[config.mk]
export PLATFORM = sky130hd
export DESIGN_NAME = morse_key_capture_flat
export DESIGN_NICKNAME = d
export VERILOG_FILES = /design/src/rtl/morse_key_capture_if.sv /design/src/rtl/morse_key_capture.sv /design/src/flat_wrapper.sv
export SDC_FILE = /design/constraint.sdc
export NUM_CORES = 1
export LEC_CHECK = 0
export BUFFER_PORTS_ARGS = -buffer_cell sky130_fd_sc_hd__buf_2
export CORE_MARGIN = 1.5
export CORE_UTILIZATION = 28
export CTS_CLUSTER_DIAMETER = 80
export CTS_CLUSTER_SIZE = 10
export DETAILED_ROUTE_END_ITERATION = 12
export SETUP_SLACK_MARGIN = 0.2
export SLEW_MARGIN = 20
export SYNTH_ARGS = -nofsm -noshare
export SYNTH_HDL_FRONTEND = slang
export SYNTH_SLANG_ARGS = --single-unit
[constraint.sdc]
create_clock -name clk -period 2.2 [get_ports clk]
set_input_delay 0.44 -clock clk [delete_from_list [all_inputs] [get_ports clk]]
set_output_delay 0.44 -clock clk [all_outputs]
set_load 0.01 [all_outputs]
[src/rtl/morse_key_capture_if.sv]
// morse_key_capture_if: code-word bus from the keyer to the Morse decoder
interface morse_key_capture_if;
  logic [7:0] morse_array;
  logic       new_input_ready;
  logic [2:0] symbol_count;
  logic       overflow;
  modport master(output morse_array, new_input_ready, symbol_count, overflow);
  modport slave(input morse_array, new_input_ready, symbol_count, overflow);
endinterface

[src/rtl/morse_key_capture.sv]
// morse_key_capture: debounces a key, classifies dot/dash and emits 4-symbol code words
module morse_key_capture #(
  parameter int unsigned DEBOUNCE_CYCLES   = 50000,
  parameter int unsigned DASH_MIN_CYCLES   = 15000000,
  parameter int unsigned LETTER_GAP_CYCLES = 30000000,
  parameter int unsigned PULSE_CYCLES      = 4
) (
  input  logic                       clk,
  input  logic                       rst_n,
  input  logic                       key_in,
  morse_key_capture_if.master        bus
);
  localparam int DBW = $clog2(DEBOUNCE_CYCLES + 1);
  localparam int PRW = $clog2(DASH_MIN_CYCLES + 1);
  localparam int GPW = $clog2(LETTER_GAP_CYCLES + 1);
  localparam int PLW = $clog2(PULSE_CYCLES + 1);
  localparam logic [DBW-1:0] DB_LAST  = DBW'(DEBOUNCE_CYCLES - 1);
  localparam logic [PRW-1:0] DASH_MAX = PRW'(DASH_MIN_CYCLES);
  localparam logic [GPW-1:0] GAP_MAX  = GPW'(LETTER_GAP_CYCLES);
  localparam logic [PLW-1:0] PULSE_LD = PLW'(PULSE_CYCLES);

  typedef enum logic [1:0] {IDLE, PRESS, GAP, EMIT} state_t;

  state_t         state;
  logic [1:0]     sync;
  logic           key_db, key_db_q;
  logic [DBW-1:0] db_cnt;
  logic [PRW-1:0] press_cnt;
  logic [GPW-1:0] gap_cnt;
  logic [PLW-1:0] pulse_cnt;
  logic [7:0]     shift_acc;
  logic           rise, fall;
  logic [1:0]     sym;
  logic [GPW-1:0] gap_nxt;

  assign rise    = key_db & ~key_db_q;
  assign fall    = ~key_db & key_db_q;
  assign sym     = press_cnt == DASH_MAX ? 2'b10 : 2'b01;
  assign gap_nxt = gap_cnt + GPW'(1);

  // synchronize the raw key and toggle key_db after DEBOUNCE_CYCLES disagreeing samples
  always_ff @(posedge clk or negedge rst_n)
    if (!rst_n) begin
      sync     <= 2'b00;
      key_db   <= 1'b0;
      key_db_q <= 1'b0;
      db_cnt   <= '0;
    end else begin
      sync     <= {sync[0], key_in};
      key_db_q <= key_db;
      db_cnt   <= (sync[1] == key_db || db_cnt == DB_LAST) ? '0 : db_cnt + DBW'(1);
      if (sync[1] != key_db && db_cnt == DB_LAST) key_db <= ~key_db;
    end

  // letter FSM: edges of key_db are seen one cycle late, so both counters start at 1 to include that cycle
  always_ff @(posedge clk or negedge rst_n)
    if (!rst_n) begin
      state            <= IDLE;
      press_cnt        <= '0;
      gap_cnt          <= '0;
      shift_acc        <= '0;
      bus.symbol_count <= '0;
      bus.overflow     <= 1'b0;
      bus.morse_array  <= '0;
    end else begin
      bus.overflow <= 1'b0;
      case (state)
        IDLE: if (rise) begin
          state     <= PRESS;
          press_cnt <= PRW'(1);
        end
        PRESS: begin
          if (press_cnt != DASH_MAX) press_cnt <= press_cnt + PRW'(1);
          if (fall && bus.symbol_count == 3'd4) begin
            bus.overflow     <= 1'b1;
            shift_acc        <= '0;
            bus.symbol_count <= '0;
            state            <= IDLE;
          end else if (fall) begin
            shift_acc        <= {shift_acc[5:0], sym};
            bus.symbol_count <= bus.symbol_count + 3'd1;
            gap_cnt          <= GPW'(1);
            state            <= GAP;
          end
        end
        GAP: if (rise) begin
          state     <= PRESS;
          press_cnt <= PRW'(1);
        end else begin
          gap_cnt <= gap_nxt;
          if (gap_nxt == GAP_MAX) state <= EMIT;
        end
        default: begin
          bus.morse_array  <= shift_acc;
          shift_acc        <= '0;
          bus.symbol_count <= '0;
          state            <= rise ? PRESS : IDLE;
          press_cnt        <= PRW'(1);
        end
      endcase
    end

  // ready strobe runs on its own timer, rising the cycle after the word is latched
  always_ff @(posedge clk or negedge rst_n)
    if (!rst_n) begin
      pulse_cnt           <= '0;
      bus.new_input_ready <= 1'b0;
    end else begin
      pulse_cnt           <= state == EMIT ? PULSE_LD : (pulse_cnt != '0 ? pulse_cnt - PLW'(1) : '0);
      bus.new_input_ready <= pulse_cnt != '0;
    end
endmodule

[src/flat_wrapper.sv]
// flat-port wrapper written by rule: the top's interface ports become plain ports
module morse_key_capture_flat 
#(
  parameter int unsigned DEBOUNCE_CYCLES   = 50000,
  parameter int unsigned DASH_MIN_CYCLES   = 15000000,
  parameter int unsigned LETTER_GAP_CYCLES = 30000000,
  parameter int unsigned PULSE_CYCLES      = 4
)
  (clk, rst_n, key_in, bus_morse_array, bus_new_input_ready, bus_symbol_count, bus_overflow);
  morse_key_capture_if bus_i ();
  input  logic clk;
  input  logic rst_n;
  input  logic key_in;
  output wire logic [$bits(bus_i.morse_array)-1:0] bus_morse_array;
  output wire logic [$bits(bus_i.new_input_ready)-1:0] bus_new_input_ready;
  output wire logic [$bits(bus_i.symbol_count)-1:0] bus_symbol_count;
  output wire logic [$bits(bus_i.overflow)-1:0] bus_overflow;
  assign bus_morse_array = bus_i.morse_array;
  assign bus_new_input_ready = bus_i.new_input_ready;
  assign bus_symbol_count = bus_i.symbol_count;
  assign bus_overflow = bus_i.overflow;
  morse_key_capture #(.DEBOUNCE_CYCLES(DEBOUNCE_CYCLES), .DASH_MIN_CYCLES(DASH_MIN_CYCLES), .LETTER_GAP_CYCLES(LETTER_GAP_CYCLES), .PULSE_CYCLES(PULSE_CYCLES)) u_core (.clk(clk), .rst_n(rst_n), .key_in(key_in), .bus(bus_i));
endmodule
== After elaboration in Yosys (flattened, before gate mapping) ==
Index checks and enable logic that the tools add are counted.
Storage, ports and cells
  logic and storage cells: 79
  memories kept: 0
  memory bits (read-only): 0
  bits in latches: 0
  memory bits (writable): 0
  flip-flop bits (word level): 95
Cells by class
  multipliers: 0
  divide/modulo/power cells: 0
  multiplexer cells: 26
  shift operators: 0
  bitwise operators: 5
  add/sub/neg operators: 5
  reductions and logical operators: 12
  magnitude comparators: 0
  equal/unequal tests: 18
Operators with widths (number)
  $mux 25: 3
  $pmux 25 s2: 1
  $mux 24: 2
  $pmux 24 s2: 1
  $add 25x1->25 const B: 1
  $eq 25x25->1 const B: 1
  $add 24x1->24 const B: 1
  $eq 24x24->1 const B: 1
  $ne 24x24->1 const B: 1
  $add 16x1->16 const B: 1
  $eq 16x16->1 const B: 1
  $mux 16: 1
  $mux 8: 2
  $pmux 8 s2: 1
  $mux 2: 6
  $mux 3: 4
  $ne 2x1->1 const B: 4
  $ne 3x1->1 const B: 2
  $pmux 2 s3: 1
  $pmux 3 s2: 1
  $eq 2x2->1 const B: 2
  $ne 2x2->1 const B: 2
  $reduce_and 2->1: 2
  $reduce_and 4->1: 1
  other kinds (17): 23

== Depth between registers and ports, before layout ==
Gate-level depths: netlist of run 1.
  depth after elaboration: 5
  depth in mapped cells: 11

== Worst setup path after synthesis of run 1 ==
No wires, ideal clock.
  path type: register to register
  start: reg u_core.press_cnt[19]
  end: reg u_core.press_cnt[4]
  data required time: 2.061 ns
  buffers on the path: 1
  data arrival time: 1.900 ns
  stages on the path, launching flop included: 8
  setup slack: 0.161 ns
  path through: dfrtp_1 > or4b_1 > or3_1 > o32ai_2 > buf_4 > nor3_1 > xnor2_1 > nor2_1
On the way
  word-level cells in the longest chain between the ends: 3
RTL lines
  start: declaration: line morse_key_capture.sv:28  | logic [PRW-1:0] press_cnt;
  start signal: assignment: line morse_key_capture.sv:73  | if (press_cnt != DASH_MAX) press_cnt <= press_cnt + PRW'(1);
  $ne 24x24->1: line morse_key_capture.sv:73
  $ne 2x1->1 (no source line)
  $reduce_and 2->1 (no source line)
No other way between the ends.
A chain may end at the register's enable or synchronous reset.

== Worst setup path in the final report of run 1 ==
  start: reg u_core.press_cnt[19]
  end: reg u_core.press_cnt[6]
The elaborated chain is that of the path after synthesis.

==> results of run 1 <==
registers in the layout, summed over array words and instances, names as in the netlist, 2 cells and up:
| register | flops |
|---|---|
| u_core.bus.morse_array | 8 |
| u_core.bus.symbol_count | 3 |
| u_core.db_cnt | 16 |
| u_core.gap_cnt | 25 |
| u_core.press_cnt | 24 |
| u_core.pulse_cnt | 3 |
| u_core.shift_acc | 8 |
| u_core.state | 2 |
| u_core.sync | 2 |
cells by family (layout without fill, tap and decap cells):
logic type               after synthesis  in the layout
AND/OR/NAND/NOR                      232            232
AO/OA/AOI/OAI                         98             98
flip-flops                            95             95
XOR/XNOR                              41             41
buffers and inverters                 36             94
multiplexers                          11             11
adder cells (fa/ha/maj)                9              9
cell type report:
class | count | area (sq um) | share of cell area [%]
well taps | 225 | 282 | 4.68
flip-flops and latches | 95 | 2390 | 39.7
inverters | 16 | 60.1 | 0.998
clock inverters | 6 | 50.0 | 0.832
multi-input cells | 391 | 2540 | 42.2
clock buffers | 10 | 239 | 3.97
repair buffers | 62 | 459 | 7.63
placed cells by master, fill, tap and decap left out, drive strengths merged, types with 2 or more instances in the layout:
master and n:
o41ai 2, and3b 2, a21oi 16, nand3 29, nor4bb 2, and3 16, nor4b 3, xor2 13
nand4 12, nor4 6, o21ai 48, xnor2 28, nand2 51, buf 62, a31oi 4, dfrtp 95
o31ai 7, or3 4, mux2 10, a22o 8, and4 8, nor2 64, clkbuf 10, clkinv 2
ha 9, nor2b 4, and2 6, inv 19, nor3 17, nand2b 5
cell usage after synthesis (3+ instances only):
master and n:
a31oi_1 4, nand2b_1 5, and4_2 3, and2_1 6, nand3_1 28, or3_1 4
nor3_1 17, xnor2_1 28, xor2_1 13, ha_1 9, nor2_1 64, o21ai_0 47
and4_1 5, a22o_1 8, clkbuf_1 13, o31ai_1 7, nand2_1 51, nor2b_1 4
and3_1 16, mux2_2 10, a21oi_1 16, dfrtp_1 95, inv_1 16, nand4_1 11
nor4_1 4
critical path, cell delays in order (launching register included):
cell	delay, ns
dfrtp_1	0.40
or4b_1	0.52
or3_4	0.37
o32ai_4	0.26
and3b_1	0.22
xnor2_1	0.15
nor2_1	0.07
path summary, 6_finish.rpt:
path	start	slack, ns	endpoint	cells after the start
worst max-delay path	u_core.press_cnt[19]$_DFFE_PN0P_	0.09	u_core.press_cnt[6]$_DFFE_PN0P_	6
worst min-delay path	rst_n	0.13	u_core.db_cnt[6]$_DFF_PN0_	1
worst max register to register	u_core.press_cnt[19]$_DFFE_PN0P_	0.09	u_core.press_cnt[6]$_DFFE_PN0P_	6
worst min register to register	u_core.sync[0]$_DFF_PN0_	0.36	u_core.sync[1]$_DFF_PN0_	0
max in group asynchronous	rst_n	1.42	u_core.press_cnt[22]$_DFFE_PN0P_	2
min in group clk	key_in	0.20	u_core.sync[0]$_DFF_PN0_	1
metal layers:
| layer | vias up | global-route usage [%] |
|---|---|---|
| li1 | 1946 | - |
| met1 | 1980 | 16.6 |
| met2 | 72 | 20.3 |
| met3 | 15 | 3.62 |
| met4 | 0 | 3.07 |
| met5 | - | 0 |
metrics by stage:
step                hold slack [ns]  total power [mW]  area, sq um  worst slack [ns]
floorplan                     0.144              1.80         4970             0.212
global placement              0.344              1.85         5480            0.0893
detailed placement            0.341              1.85         5480            0.0325
CTS                           0.160              3.39         5860             0.105
global route                  0.187              3.47         6020           -0.0161
finish                        0.130              3.34         6020            0.0918
repair_timing:
action	CTS	global route
pin swaps	7	15
setup buffers	5	7
gates resized for setup	10	22
hold endpoints to repair	0	0
setup endpoints to repair	13	20
power breakdown:
part	total, mW	internal [mW]	leakage (nW)	switching (mW)
registers	1.76	1.75	1.31	0.00425
logic	0.0543	0.0121	1.29	0.0421
clock network	1.53	0.813	0.141	0.712
total	3.34	2.58	2.74	0.759
==> run summary, run 1 <==
outcome - complete, no violations
largest family of logic cells by synthesized area - simple AND/OR/NAND/NOR gates
layout cells sized above 1 - 20.9%
post-synthesis adder-cell area fraction - 2.27%
FILL cells - 1727
RePlAce Congestion - 0.839
First DRT Iteration DRCs - 256
pins over their slew limit - 0
via count - 4013
Synth Area in Simple Gates - 24.4%
CP Capture Type - flip-flop
worst-path maximum fanout - 3
Synth-to-Final Area Change - 21.1%
required time of the critical path - 2.44 ns
asr flop ratio synth - 100%
GRT Util Overall - 12.6%
HPWL after DPL - 7.75 mm
CTS max path bufs - 2
CTS H-tree depth - 3
mux share of post-synthesis cell area - 2.47%
Seq/Total Area, Yosys - 47.9%
io pins - 16
root buf cell - clkbuf_16
remaining global-route overflow - 0
wire length on met2 - 5.42 mm
peak supply drop - 450 uV
Post-Synthesis Cells - 522
Rows - 48
number of global-route vias before repair - 3765
CTS Sinks - 95
HP Class - input pin to asynchronous set/reset pin
Setup Viol. Count Final - 0
CTS Hold Buffers Added - 0
P per Cell Area - 555 mW/mm^2
Post-synth EDFFs - 0
initial antenna violation count - 0
worst skew pair latency - 0.35 ns
TNS Setup - 0 ns
drt total wl - 11.3 mm
Yosys reg bits - 95
Synth area leader - dfrtp_1
fmax - 474 MHz
# port buffers - 15
Arr. time, crit path - 2.34 ns
Max-slew headroom - 52.5%
die width - 136 um
CTS tree - done
antenna-violating nets left - 0
Syn. warnings - 0
die area - 0.0185 sq mm
final hold vios - 0
compound-cell area share of the yosys netlist - 12.1%
Tcrit/Tclk final - 95.8%
Clock transition at path regs - 0.07 ns
unrepaired setup endpoints after global routing - true
Critical Path Start Type - flip-flop
TritonCTS Buffers - 9
Post-Synthesis Cell Area - 0.00497 sq mm
share of the synthesized area in the top cell type - 47.9%
Top FF cell, synth - dfrtp_1
largest net degree at the start of global routing - 55
max_cap viols - 0
Final nets - 587
wl on met1 - 5.31 mm
Worst Tran Pin Value - 0.712 ns
syn_nets - 534
first-pass GRT wire length - 18.7 mm
Synth cell types - 56
DRC - 0
DRT Pass-1 Iters - 5
static leakage - 2.74 nW
max layer used - met4
vias per cell - 4.99
diode count - 0
Final Critical Period - 2.11 ns
Die Ht - 136 um
wire length per cell - 14.0 um
core area - 0.0173 sq mm
worst clock skew - 0.00799 ns
Cell Count Post-Placement - 777
Mean Syn Cell Area - 9.51 sq um
post-layout util - 34.8%
critical path class - flip-flop to flip-flop
Starting Density - 28.7%
WL met3 - 426 um
Post-Layout Cell Count - 805
Post-Synth XOR/XNOR Area - 7.23%
ranking of synthesized cells by area - dfrtp_1 (48%), xnor2_1 (4.9%), nor2_1 (4.8%)
(Power assumes the default switching activity.)
==> run 2, diff against run 1 <==
--- a/config.mk
+++ b/config.mk
@@ -5,6 +5,7 @@
 export SDC_FILE = /design/constraint.sdc
 export NUM_CORES = 1
 export LEC_CHECK = 0
+export ABC_AREA = 1
 export BUFFER_PORTS_ARGS = -buffer_cell sky130_fd_sc_hd__buf_2
 export CORE_MARGIN = 1.5
 export CORE_UTILIZATION = 28
==> run summary, run 2 <==
required time of the critical path - 2.46 ns (was 2.44 ns)
Yosys reg bits - 95 (unchanged)
CTS Hold Buffers Added - 0 (unchanged)
number of global-route vias before repair - 4144 (was 3765)
root buf cell - clkbuf_16 (unchanged)
FILL cells - 1908 (was 1727)
unrepaired setup endpoints after global routing - true (unchanged)
GR Layer Usage met3 - 2.39% (was 3.62%)
TNS Setup - 0 ns (unchanged)
Reg2Reg Depth - 9 (was 6)
register area - 0.00238 sq mm (was 0.00239 sq mm)
most frequent cells in the layout - nand2_1 (170), dfrtp_1 (93), nor2_1 (76), inv_1 (73), nand3_1 (46) (was dfrtp_1 (87), nor2_1 (64), nand2_1 (51), o21ai_0 (46), buf_4 (45))
final hold vios - 3 (was 0)
outcome - complete, but fails checks (was complete, no violations)
Tcrit/Tclk final - 83.9% (was 95.8%)
Seq/Total Area, Yosys - 46.3% (was 47.9%)
via count - 4381 (was 4013)
RePlAce Congestion - 0.878 (was 0.839)
DRC - 0 (unchanged)
Rows - 49 (was 48)
P per Cell Area - 592 mW/mm^2 (was 555 mW/mm^2)
Most Used Layer, Global Route - met2 (unchanged)
Synth cell types - 32 (was 56)
Top Registers - u_core.gap_cnt: 25 flops, u_core.press_cnt: 24 flops, u_core.db_cnt: 16 flops (unchanged)
diode count - 0 (unchanged)
failing checks - negative hold slack
static leakage - 2.50 nW (was 2.74 nW)
asr flop ratio synth - 100% (unchanged)
core area - 0.0180 sq mm (was 0.0173 sq mm)
first-pass GRT wire length - 19.6 mm (was 18.7 mm)
die width - 138 um (was 136 um)
Min Hold Slack - -0.00370 ns (was 0.130 ns)
peak supply drop - 374 uV (was 450 uV)
pins over their slew limit - 0 (unchanged)
Max-slew headroom - 63.6% (was 52.5%)
io pins - 16 (unchanged)
Largest stage delay, worst path - 0.40 ns (was 0.52 ns)
HPWL after DPL - 8.23 mm (was 7.75 mm)
Starting Density - 28.6% (was 28.7%)
GRT Util Overall - 12.3% (was 12.6%)
r2r endpoint - u_core.press_cnt[2]$_DFFE_PN0P_ (was u_core.press_cnt[6]$_DFFE_PN0P_)
Final nets - 704 (was 587)
drt total wl - 11.5 mm (was 11.3 mm)
worst clock skew - 0.00822 ns (was 0.00799 ns)
antenna-violating nets left - 0 (unchanged)
CTS max path bufs - 2 (unchanged)
post-layout util - 33.1% (was 34.8%)
remaining global-route overflow - 0 (unchanged)
Buf/Inv on CP - 2 (was 0)
Post-synth EDFFs - 0 (unchanged)
die area - 0.0191 sq mm (was 0.0185 sq mm)
GR Layer Usage met1 - 17.2% (was 16.6%)
ranking of synthesized cells by area - dfrtp_1 (46%), nand2_1 (12%), nor2_1 (5.7%) (was dfrtp_1 (48%), xnor2_1 (4.9%), nor2_1 (4.8%))
Syn. warnings - 0 (unchanged)
HP Class - input pin to asynchronous set/reset pin (unchanged)
wire length per cell - 12.5 um (was 14.0 um)
worst-path cell chain - inv_1 > ha_1 > nand2_1 > nor4_4 > nand4_1 > nand2_2 > buf_6 > o22ai_1 > a21oi_1 (was or4b_1 > or3_4 > o32ai_4 > and3b_1 > xnor2_1 > nor2_1)
Biggest register - u_core.gap_cnt (unchanged)
Setup Viol. Count Final - 0 (unchanged)
Die Ht - 138 um (was 136 um)
largest net degree at the start of global routing - 36 (was 55)
Final Critical Period - 1.85 ns (was 2.11 ns)
DRT Pass-1 Iters - 7 (was 5)
Synth-to-Final Area Change - 15.9% (was 21.1%)
Post-Layout Cell Count - 926 (was 805)
max reg flops - 25 (unchanged)
First DRT Iteration DRCs - 339 (was 256)
CTS H-tree depth - 3 (unchanged)
Synth area leader - dfrtp_1 (unchanged)
Post-Synthesis Cell Area - 0.00513 sq mm (was 0.00497 sq mm)
critical path class - flip-flop to flip-flop (unchanged)
layout cells sized above 1 - 10.8% (was 20.9%)
Worst Tran Pin Value - 0.545 ns (was 0.712 ns)
fmax - 542 MHz (was 474 MHz)
syn_nets - 673 (was 534)
met2 usage - 19.2% (was 20.3%)
CP Capture Type - flip-flop (unchanged)
Mean Syn Cell Area - 7.76 sq um (was 9.51 sq um)
Post-Synthesis Cells - 661 (was 522)
DP Worst Slack - 0.284 ns (was 0.0325 ns)
Top FF cell, synth - dfrtp_1 (unchanged)
Worst path slowest cell - dfrtp_1 (was or4b_1)
Post-synth top cells - nand2_1 (170), dfrtp_1 (95), nor2_1 (78) (was dfrtp_1 (95), nor2_1 (64), nand2_1 (51))
Critical Path Start Type - flip-flop (unchanged)
# port buffers - 15 (unchanged)
TritonCTS Buffers - 9 (unchanged)
Reg2Reg Launch Point - u_core.press_cnt[1]$_DFFE_PN0P_ (was u_core.press_cnt[19]$_DFFE_PN0P_)
Arr. time, crit path - 2.10 ns (was 2.34 ns)
initial antenna violation count - 0 (unchanged)
CTS Sinks - 95 (unchanged)
Clock transition at path regs - 0.07 ns (about the same)
max_cap viols - 0 (unchanged)
worst skew pair latency - 0.34 ns (was 0.35 ns)
area of the multi-input gates - 0.00244 sq mm (was 0.00254 sq mm)
CTS tree - done (unchanged)
most frequent cell after synthesis - nand2_1 (was dfrtp_1)
share of the synthesized area in the top cell type - 46.3% (was 47.9%)
Cell Count Post-Placement - 907 (was 777)
R2R Setup Slk - 0.35 ns (was 0.09 ns)
commonest non-fill, non-tap cell in the layout - nand2_1 (was dfrtp_1)
Largest delay share family, worst path - simple AND/OR/NAND/NOR gates (unchanged)
min setup slack post-route - 0.355 ns (was 0.0918 ns)
worst-path maximum fanout - 23 (was 3)
vias per cell - 4.73 (was 4.99)
[run 2: changes by cell type in the layout (fill, tap and decap cells not counted), sizes merged, moves of 13 or more]
cell   change
and3      -16
nand2    +124
buf       -31
xor2      +13
o22ai     +19
xnor2     -25
nand3     +17
inv       +56
nor2      +22
[run 2: cell type report]
type	count	share of cell area [%]
tap	229	4.82
clock buffer	11	4.08
clock inverter	5	1.37
inverter	76	4.86
multi-input combinational	478	41.1
sequential	95	40.0
timing repair inverter	1	0.126
timing repair buffer	31	3.60
[run 2: worst reg2reg max path, cell delays in order, from the launching register on]
cell and delay (ns):
dfrtp_1 0.40, inv_1 0.10, ha_1 0.14, nand2_1 0.09
nor4_4 0.25, nand4_1 0.14, nand2_2 0.19, buf_6 0.23
o22ai_1 0.09, a21oi_1 0.14
[run 2: power by group]
group	internal (mW)	leakage, nW	total, mW	switching, mW
Sequential	1.75	1.32	1.76	0.00443
Combinational	0.0141	1.03	0.0586	0.0444
Clock	1.03	0.156	1.70	0.674
[run 2: worst max-delay path by stage]
stage / from / to / slack (ns) / cells past startpoint
after global placement: u_core.press_cnt[0]$_DFFE_PN0P_ / u_core.press_cnt[2]$_DFFE_PN0P_ / 0.32 / 9
after global routing: u_core.press_cnt[1]$_DFFE_PN0P_ / u_core.press_cnt[0]$_DFFE_PN0P_ / 0.18 / 9
after CTS: u_core.press_cnt[0]$_DFFE_PN0P_ / u_core.press_cnt[2]$_DFFE_PN0P_ / 0.27 / 9
final: u_core.press_cnt[1]$_DFFE_PN0P_ / u_core.press_cnt[2]$_DFFE_PN0P_ / 0.35 / 9
after floorplan: u_core.press_cnt[0]$_DFFE_PN0P_ / u_core.press_cnt[6]$_DFFE_PN0P_ / 0.53 / 10
after detailed placement: u_core.press_cnt[0]$_DFFE_PN0P_ / u_core.press_cnt[2]$_DFFE_PN0P_ / 0.28 / 9
[run 2: metal layers]
metal / wire (um) / share of wire [%]
met3: 303 / 2.6
met5: 0 / 0
met4: 157 / 1.4
met2: 5270 / 46
met1: 5810 / 50
[run 2: repair_timing]
action                                  CTS  global route
endpoints found under the setup margin    0            27
gates resized for setup                   0            11
setup buffers                             0             2
[run 2: cells by family (layout without fill, tap and decap cells)]
kind of cell / count (synthesis) / after routing / synth area share, %
buf+inv: 88 / 124 / 6.66
simple gates: 355 / 355 / 30.4
compound gates: 85 / 85 / 9.49
fa+ha+maj: 9 / 9 / 2.19
flops: 95 / 95 / 46.3
xor+xnor: 29 / 29 / 4.95
[run 2: metrics by stage]
step,power (mW),instance area (sq um)
final,3.52,5950
after global routing,3.64,5950
after CTS,3.56,5880
after detailed placement,1.85,5560
after global placement,1.85,5560
after floorplan,1.80,5130
==> run 3, diff against run 2 <==
--- a/config.mk
+++ b/config.mk
@@ -5,7 +5,7 @@
 export SDC_FILE = /design/constraint.sdc
 export NUM_CORES = 1
 export LEC_CHECK = 0
-export ABC_AREA = 1
+export ABC_AREA = 0
 export BUFFER_PORTS_ARGS = -buffer_cell sky130_fd_sc_hd__buf_2
 export CORE_MARGIN = 1.5
 export CORE_UTILIZATION = 28
==> constraint.sdc (replaced) <==
create_clock -name clk -period 1.9 [get_ports clk]
set_input_delay 0.38 -clock clk [delete_from_list [all_inputs] [get_ports clk]]
set_output_delay 0.38 -clock clk [all_outputs]
set_load 0.01 [all_outputs]
==> run summary, run 3 (synthesized netlist as in run 1, its figures left out) <==
outcome - complete, but fails checks (unchanged)
failing checks - negative setup slack (was negative hold slack)
via count - 4137 (was 4381)
peak supply drop - 528 uV (was 374 uV)
CP Capture Type - flip-flop (unchanged)
CTS H-tree depth - 3 (unchanged)
TNS Setup - -2.10 ns (was 0 ns)
antenna-violating nets left - 0 (unchanged)
min setup slack post-route - -0.208 ns (was 0.355 ns)
final hold vios - 0 (was 3)
worst clock skew - 0.00734 ns (was 0.00822 ns)
CTS max path bufs - 2 (unchanged)
layout cells sized above 1 - 28.7% (was 10.8%)
Reg2Reg Launch Point - u_core.press_cnt[19]$_DFFE_PN0P_ (was u_core.press_cnt[1]$_DFFE_PN0P_)
# port buffers - 15 (unchanged)
vias per cell - 4.83 (was 4.73)
TritonCTS Buffers - 9 (unchanged)
number of global-route vias before repair - 4079 (was 4144)
core area - 0.0173 sq mm (was 0.0180 sq mm)
Top Registers - u_core.gap_cnt: 25 flops, u_core.press_cnt: 24 flops, u_core.db_cnt: 16 flops (unchanged)
drt total wl - 11.4 mm (was 11.5 mm)
Reg2Reg Depth - 7 (was 9)
most frequent cells in the layout - dfrtp_1 (89), buf_4 (86), nor2_1 (60), nand2_1 (50), o21ai_0 (37) (was nand2_1 (170), dfrtp_1 (93), nor2_1 (76), inv_1 (73), nand3_1 (46))
Rows - 48 (was 49)
Min Hold Slack - 0.145 ns (was -0.00370 ns)
required time of the critical path - 2.12 ns (was 2.46 ns)
R2R Setup Slk - -0.21 ns (was 0.35 ns)
worst-path maximum fanout - 5 (was 23)
area post-placement - 0.00582 sq mm (was 0.00556 sq mm)
Critical path origin - u_core.press_cnt[19]$_DFFE_PN0P_ (was u_core.press_cnt[1]$_DFFE_PN0P_)
largest net degree at the start of global routing - 35 (was 36)
First DRT Iteration DRCs - 118 (was 339)
remaining global-route overflow - 0 (unchanged)
CTS Sinks - 95 (unchanged)
RePlAce Congestion - 0.857 (was 0.878)
HP Class - input pin to flip-flop (was input pin to asynchronous set/reset pin)
GRT Util Overall - 13.1% (was 12.3%)
Setup Viol. Count Final - 16 (was 0)
static leakage - 2.99 nW (was 2.50 nW)
die area - 0.0185 sq mm (was 0.0191 sq mm)
post-route cell area - 0.00648 sq mm (was 0.00595 sq mm)
Starting Density - 28.7% (was 28.6%)
Tcrit/Tclk final - 111% (was 83.9%)
critical path endpoint - u_core.press_cnt[16]$_DFFE_PN0P_ (was u_core.press_cnt[2]$_DFFE_PN0P_)
pins over their slew limit - 0 (unchanged)
critical path class - flip-flop to flip-flop (unchanged)
initial antenna violation count - 1 (was 0)
commonest non-fill, non-tap cell in the layout - dfrtp_1 (was nand2_1)
P per Cell Area - 604 mW/mm^2 (was 592 mW/mm^2)
first-pass GRT wire length - 19.4 mm (was 19.6 mm)
die width - 136 um (was 138 um)
max_cap viols - 0 (unchanged)
DRT Pass-1 Iters - 5 (was 7)
Worst path slowest cell - or4b_4 (was dfrtp_1)
HPWL after DPL - 8.43 mm (was 8.23 mm)
Clock transition at path regs - 0.06 ns (was 0.07 ns)
Final Critical Period - 2.11 ns (was 1.85 ns)
fmax - 474 MHz (was 542 MHz)
DRC - 0 (unchanged)
root buf cell - clkbuf_16 (unchanged)
Arr. time, crit path - 2.33 ns (was 2.10 ns)
unrepaired setup endpoints after global routing - true (unchanged)
r2r endpoint - u_core.press_cnt[16]$_DFFE_PN0P_ (was u_core.press_cnt[2]$_DFFE_PN0P_)
Max-slew headroom - 70.5% (was 63.6%)
Largest stage delay, worst path - 0.54 ns (was 0.40 ns)
io pins - 16 (unchanged)
total power - 3.92 mW (was 3.52 mW)
Biggest register - u_core.gap_cnt (unchanged)
Critical Path Start Type - flip-flop (unchanged)
CTS tree - done (unchanged)
Die Ht - 136 um (was 138 um)
worst-path cell chain - or4b_4 > or3_4 > o32ai_4 > buf_6 > nor3_1 > xnor2_1 > nor2_1 (was inv_1 > ha_1 > nand2_1 > nor4_4 > nand4_1 > nand2_2 > buf_6 > o22ai_1 > a21oi_1)
Final nets - 637 (was 704)
max reg flops - 25 (unchanged)
Synth-to-Final Area Change - 30.5% (was 15.9%)
Worst Tran Pin Value - 0.441 ns (was 0.545 ns)
wire length per cell - 13.4 um (was 12.5 um)
worst skew pair latency - 0.35 ns (was 0.34 ns)
run 3: what timing repair did:
item                       4_1_cts  5_1_grt
buffers inserted                15        6
hold buffers                     1        0
gates resized for setup         37       21
hold endpoints to repair        18        0
setup endpoints to repair       36       57
pin swaps                       20        8
run 3: critical path: cells and delay by family, from the launching register on:
| family | cells | cell delay [ns] |
|---|---|---|
| AND/OR/NAND/NOR | 4 | 1.01 |
| flip-flops | 1 | 0.38 |
| AO/OA/AOI/OAI | 1 | 0.28 |
| buffers and inverters | 1 | 0.16 |
| XOR/XNOR | 1 | 0.16 |
run 3: cell type report:
type,count,area [sq um]
fillers,1725,10800
multi-input cells,391,2580
flip-flops and latches,95,2380
repair buffers,112,867
well taps,225,282
clock buffers,11,243
inverters,16,60.1
clock inverters,5,57.6
diodes,1,2.50
run 3: power by group:
group	internal, mW	switching (mW)	total, mW
combinational	0.0159	0.0487	0.0647
clock	1.06	0.758	1.82
sequential	2.03	0.00457	2.03
run 3: stage by stage:
| step | util (%) | worst slack, ns | std cells |
|---|---|---|---|
| 2_1_floorplan | - | -0.0882 | 522 |
| 3_3_place_gp | 33.7 | -0.235 | 817 |
| 3_5_place_dp | 33.7 | -0.259 | 817 |
| 4_1_cts | 36.8 | -0.212 | 849 |
| 5_1_grt | 37.5 | -0.343 | 856 |
| 6_report | 37.5 | -0.208 | 856 |
run 3: per-layer routing:
metal | global-route usage, % | vias up | wire length, um
met5 | 0 | - | 0
li1 | - | 2047 | -
met1 | 17.3 | 2033 | 5440
met3 | 2.80 | 12 | 280
met2 | 21.5 | 45 | 5520
met4 | 4.31 | 0 | 198
run 3: how the worst min path moves through the flow:
| stage | depth (start not counted) | end | startpoint | slack, ns |
|---|---|---|---|---|
| after floorplan | 0 | u_core.bus.morse_array[0]$_DFFE_PN0N_ | rst_n | 0.08 |
| after global placement | 1 | u_core.gap_cnt[22]$_DFFE_PN0P_ | rst_n | 0.28 |
| after detailed placement | 1 | u_core.gap_cnt[22]$_DFFE_PN0P_ | rst_n | 0.29 |
| after CTS | 1 | u_core.sync[0]$_DFF_PN0_ | key_in | 0.13 |
| after global routing | 1 | u_core.sync[0]$_DFF_PN0_ | key_in | 0.13 |
| final | 1 | u_core.sync[0]$_DFF_PN0_ | key_in | 0.15 |
